**src/rtl/clk_divide10w4_if.sv**
```systemverilog
// clk_divide10w4_if: divided-clock outputs of clk_divide10w4.
// Macro CLKDIV10W4_TICK_EN adds the clk10_tick pulse.
interface clk_divide10w4_if;
   logic clk10;
`ifdef CLKDIV10W4_TICK_EN
   logic clk10_tick;
   modport master (output clk10, output clk10_tick);
   modport slave  (input clk10, input clk10_tick);
`else
   modport master (output clk10);
   modport slave  (input clk10);
`endif
endinterface

```
**src/rtl/clk_divide10w4.sv**
```systemverilog
// clk_divide10w4: registered divide-by-DIV waveform, high HIGH cycles per period.
// Macro CLKDIV10W4_TICK_EN adds a one-cycle clk10_tick on each clk10 rise.
module clk_divide10w4 #(
   parameter int DIV  = 10,
   parameter int HIGH = 4
) (
   input logic clk,
   input logic rst,
   clk_divide10w4_if.master div
);
   localparam int W = (DIV > 2) ? $clog2(DIV) : 1;
   localparam logic [W-1:0] LAST = W'(DIV - 1);
   localparam logic [W-1:0] HI   = W'(HIGH);

   if (DIV < 2 || HIGH < 1 || HIGH > DIV - 1) begin : g_bad_params
      $error("clk_divide10w4: illegal DIV=%0d HIGH=%0d", DIV, HIGH);
   end

   logic [W-1:0] cnt;

   always_ff @(posedge clk) begin
      if (rst) begin
         cnt       <= '0;
         div.clk10 <= 1'b0;
      end else begin
         cnt       <= (cnt == LAST) ? '0 : cnt + 1'b1;
         div.clk10 <= cnt < HI;
      end
   end

`ifdef CLKDIV10W4_TICK_EN
   // cnt==0 is exactly the edge where clk10 goes 0->1
   always_ff @(posedge clk) begin
      if (rst) div.clk10_tick <= 1'b0;
      else     div.clk10_tick <= cnt == '0;
   end
`endif
endmodule

```
**src/flat_wrapper.sv**
```systemverilog
// flat-port wrapper written by rule: the top's interface ports become plain ports
module clk_divide10w4_flat 
#(
   parameter int DIV  = 10,
   parameter int HIGH = 4
)
  (clk, rst, div_clk10);
  clk_divide10w4_if div_i ();
  input logic clk;
  input logic rst;
  output wire logic [$bits(div_i.clk10)-1:0] div_clk10;
  assign div_clk10 = div_i.clk10;
  clk_divide10w4 #(.DIV(DIV), .HIGH(HIGH)) u_core (.clk(clk), .rst(rst), .div(div_i));
endmodule
```
**config.mk**
```make
export PLATFORM = sky130hd
export DESIGN_NAME = clk_divide10w4_flat
export DESIGN_NICKNAME = d
export VERILOG_FILES = /design/src/rtl/clk_divide10w4_if.sv /design/src/rtl/clk_divide10w4.sv /design/src/flat_wrapper.sv
export SDC_FILE = /design/constraint.sdc
export NUM_CORES = 1
export LEC_CHECK = 0
export ABC_CLOCK_PERIOD_IN_PS = 3600
export CORE_AREA = 2 2 39 41
export DETAILED_ROUTE_END_ITERATION = 10
export DIE_AREA = 0 0 41 43
export GPL_ROUTABILITY_DRIVEN = 0
export SYNTH_ARGS = -nofsm -noshare
export SYNTH_HDL_FRONTEND = slang
export SYNTH_SLANG_ARGS = --single-unit
```
**constraint.sdc**
```tcl
create_clock -name clk -period 3.6 [get_ports clk]
set_input_delay 0.54 -clock clk [delete_from_list [all_inputs] [get_ports clk]]
set_output_delay 0.54 -clock clk [all_outputs]
set_load 0.1 [all_outputs]
```
==> impl_metrics.ini <==
[layout]
nFillCells = 157
drive_above_1_share_pct = 11.11
syn2layout_area_growth_pct = 32.51
fin_nets = 32
fin_util_pct = 19.53
final_area_sq_um = 270.3
diodes = 0

[yosys]
yosys.area.top_type_share_pct = 49.08
syn_area_sq_um = 203.9
yosys_register_bits = 5
avgSynthCellArea_sq_um = 9.712
synth_area_leaders = dfxtp_1 49%, ha_1 12%, nor2_1 5.5%, mux2i_1 4.9%, nand4b_1 4.3%
synth_largest_area_cell = dfxtp_1
seq_area_frac_synth_pct = 49.08
ys_warn_count = 0
syn_inst = 21
yosys.cell_types.count = 13
syn_nets = 25

[route]
wl_per_cell_microns = 7.442
vias = 163
antenna_left = 0
drt_first_iter_violations = 3
via_per_inst = 3.791
drc = 0
first_pass_iters = 2
postRouteWirelength_microns = 320

[timing]
finalCritPeriodShare_pct = 60.98
finalHoldViolCount = 0
finalSetupViolCount = 0
setup_ws_ns = 1.405
slew_viol_final = 0
fmax_mhz = 455.6
final.setup.tns_ns = 0
skew_ns = 0.004094
slew_headroom_pct = 36.10
holdWs_ns = 0.4838
fin_crit_ns = 2.195
rsz0062_at_grt = false
worst_slew_pin_slew_ns = 0.9554

[clocking]
cts.repair.resized = 0
path_clk_slew_ns = 0.04
htreeDepth = 1
clk_latency_ns = 0.24
clockBufferDepth = 2
cts-root-buf = clkbuf_4
cts_buffers = 3
cts_tree = done
cts.sinks = 5
cts_hold_buf = 0
postCtsSetupRepairBufs = 0

[worst_setup_path]
slowest_delay_ns = 1.12
required_ns = 3.06
cpMaxStageDelayCell = clkdlybuf4s50_1
cp_data_arrival_time_ns = 1.66
path_class = flip-flop to output port
crit_family = buffers and inverters
startpoint_type = flip-flop
crit_chain = clkdlybuf4s50_1
worst-path-buf-inv = 1
crit_path_end_kind = output port
cp_max_fo = 1

[global_route]
track_usage_pct = 5.817
grt-ovfl-total = 0
antenna_found_initial = 0
grt_max_degree = 8
grt_pass1_wl_microns = 586
grt_pass1_vias = 155

[die]
ios = 3
die_w_microns = 41
die_area_sq_mm = 0.001763
start_util_pct = 14.74
die_y_microns = 43
core-area_sq_mm = 0.001384
fp-row-count = 14

[power_and_ir_drop]
power.share.clock_pct = 44.0
p_leak_uw = 0.00009901
p_switching_uw = 35.68
pwr-share-seq_pct = 44.3
vdd_drop_max_mv = 0.2038
swShare_pct = 24.96
combPwrFrac_pct = 11.7
power.internal_uw = 107.2
power_density_mw_per_mm2 = 528.8

[placed_design]
place_area_sq_um = 244.0
numPortBuffers = 2
dpl.hpwl_microns = 238.3
pre_cts_slack_ns = 1.655

[flow_run]
max_cap_viol_count = 0

[hold_path]
hold_path.class = flip-flop to flip-flop

[outcome]
status = finished, final reports clean
power groups by stage:
stage	clock, uW	combinational, uW	sequential, uW
after floorplan	0	6.13	70.0
after global placement	0	16.8	64.1
after detailed placement	0	16.9	64.3
after CTS	66.2	17.0	63.3
after global routing	70.5	19.3	64.0
final	62.9	16.8	63.3
registers in the layout, summed over array words and instances, names as in the netlist:
register / cells
u_core.cnt: 4
u_core.div.clk10: 1
through the flow:
stage	power (uW)	instances
after global routing	153.8	43
after detailed placement	81.19	39
final	142.9	43
after CTS	146.5	43
after global placement	80.86	39
after floorplan	76.11	21
kinds of logic after synthesis:
family	after synthesis	synth area share [%]
adders and majority gates	2	12.27
and+or+nand+nor	9	22.70
muxes	1	4.908
DFF	5	49.08
AOI/OAI and AO/OA	3	9.203
buffers and inverters	1	1.839
per-layer routing:
metal / share of wire [%] / vias up / wire [microns] / global-route usage, %
li1: - / 84 / - / -
met1: 46 / 74 / 147 / 5.769
met2: 39 / 5 / 126 / 5.625
met3: 14 / 0 / 45 / 8.377
met4: 0 / 0 / 0 / 4.000
met5: 0 / - / 0 / 0
synthesized netlist by cell type, drive strengths merged:
cell	number
dfxtp	5
nor2	3
ha	2
nand2	2
a21oi	1
a31oi	1
inv	1
mux2i	1
nand3	1
nand4b	1
nor3	1
o21bai	1
or3b	1
worst paths after layout:
| kind | end | slack [ns] | depth (start not counted) | start |
|---|---|---|---|---|
| setup / recovery | div_clk10 | 1.40 | 1 | u_core.div.clk10$_SDFF_PP0_ |
| hold / removal | u_core.cnt[0]$_SDFF_PP0_ | 0.48 | 1 | u_core.cnt[0]$_SDFF_PP0_ |
| setup reg to reg | u_core.cnt[3]$_SDFF_PP0_ | 2.40 | 4 | u_core.cnt[1]$_SDFF_PP0_ |
| hold reg to reg | u_core.cnt[0]$_SDFF_PP0_ | 0.48 | 1 | u_core.cnt[0]$_SDFF_PP0_ |
cells in the final DEF (no fill, tap or decap), drive strengths merged:
cell type and instances:
dfxtp 5, clkbuf 4, nor2 3, nand2 2
ha 2, clkdlybuf4s50 2, inv 1, o21bai 1
nand3 1, nand4b 1, or3b 1, a31oi 1
nor3 1, a21oi 1, mux2i 1
area by class of cell:
class                      instances  area [sq um]  share of cell area, %
tap                               16         20.02                  7.407
multi-input combinational         15         100.1                  37.04
clock buffer                       4         26.28                  9.722
inverter                           1         3.754                  1.389
sequential                         5         100.1                  37.04
timing repair buffer               2         20.02                  7.407
Power figures use the tool's default switching activity.
==> RTL change (same flow settings) <==
`DIV` is set to 10 in 2 places; all go to 20.
--- a/src/rtl/clk_divide10w4.sv
+++ b/src/rtl/clk_divide10w4.sv
@@ -2,5 +2,5 @@
 // Macro CLKDIV10W4_TICK_EN adds a one-cycle clk10_tick on each clk10 rise.
 module clk_divide10w4 #(
-   parameter int DIV  = 10,
+   parameter int DIV  = 20,
    parameter int HIGH = 4
 ) (
--- a/src/flat_wrapper.sv
+++ b/src/flat_wrapper.sv
@@ -2,5 +2,5 @@
 module clk_divide10w4_flat 
 #(
-   parameter int DIV  = 10,
+   parameter int DIV  = 20,
    parameter int HIGH = 4
 )
Behaviour: no difference found for any inputs over 10 cycles, from zero or initial values and one cycle with rst high; that may be too few to reach the edited logic, so the function may still have changed.
==> RTL change against the original RTL <==
Sequential share of layout area up 2.5 points; setup slack worse by 0.0015 ns; power up 6.4%; worst hold slack worse by 0.032 ns; synthesized area up 18%; cell area up 13%; wire length up 21%; fmax about the same; utilization up 2.4 points; sequential cell count up 1; final cell count up 7.0%; via count up 12%; largest power group unchanged; highest routed layer unchanged.
==> RTL change: results (changes against the original RTL) <==
.. list-table::
   :header-rows: 1

   * - Metric
     - Value
   * - Run status
     - complete, no violations
   * - Total power after layout
     - 0.000152 W (+6.4%)
   * - Compound-Gate Fraction of Synth Area
     - 14.5% (+5.3 points)
   * - Reg-to-reg slack, setup
     - 2.52 ns (+0.12 ns)
   * - Clock skew
     - 0.000202 ns (-0.00389 ns)
   * - Combinational-cell power consumption
     - 0.0000172 W (+2%)
   * - Reported net switching power
     - 0.0000376 W (+5.4%)
   * - Proportion of layout cells with a drive suffix above 1
     - 16.7% (+5.6 points)
   * - Slew of the pin with the lowest slew margin
     - 0.956 ns (+0.000785 ns)
   * - Mean number of vias per cell
     - 3.98 (+4.9%)
   * - End of the worst register-to-register path
     - u_core.cnt[2]
   * - Post-Synthesis Net Count
     - 28 (+12%)
   * - Fillers
     - 158 (+0.64%)
   * - Count of different cell masters after synthesis
     - 17 (+4)
   * - Post-layout nets
     - 35 (+9.4%)
   * - Clock share of power
     - 40.5% (-3.5 points)
   * - Number of violations reported at the end of detailed-routing iteration 0
     - 7 (+4)
   * - Global routing usage summed across all routing layers
     - 6.34% (+0.53 points)
   * - Largest net degree at the start of global routing
     - 9 (+1)
   * - Top cells by area in the synthesized netlist
     - sky130_fd_sc_hd__dfxtp_1 50%, sky130_fd_sc_hd__a31oi_1 5.2%, sky130_fd_sc_hd__ha_1 5.2%
   * - Leakage power
     - 0.107 nW (+7.8%)
   * - Critical R2R Launch
     - u_core.cnt[0]
   * - Number of global-route vias before repair
     - 171 (+10%)
   * - First-pass GRT wire length
     - 669 um (+14%)
   * - Peak VDD IR
     - 237 uV (+16%)
RTL change: area by class of cell:
type,instances,share of cell area (%)
Inverter,2,2.47
Multi-Input combinational cell,17,37.4
Clock buffer,3,7.41
Timing Repair Buffer,2,6.58
Sequential cell,6,39.5
Tap cell,16,6.58
RTL change: routing by layer:
| layer | share of wire (%) | wire length, um | vias up | GRT usage [%] |
|---|---|---|---|---|
| met2 | 40 | 153 | 6 | 6.88 |
| met3 | 12 | 47 | 0 | 7.85 |
| li1 | - | - | 99 | - |
| met1 | 48 | 185 | 78 | 6.49 |
| met5 | 0 | 0 | - | 0 |
| met4 | 0 | 0 | 0 | 4.00 |
RTL change: stage by stage:
stage / util [%] / cells / setup slack, ns / area (um2)
3_3_place_gp: 20.3 / 43 / 1.66 / 282
3_5_place_dp: 20.3 / 43 / 1.66 / 282
6_report: 22.0 / 46 / 1.40 / 304
2_1_floorplan: - / 25 / 2.15 / 241
4_1_cts: 22.0 / 46 / 1.40 / 304
5_1_grt: 22.0 / 46 / 1.36 / 304
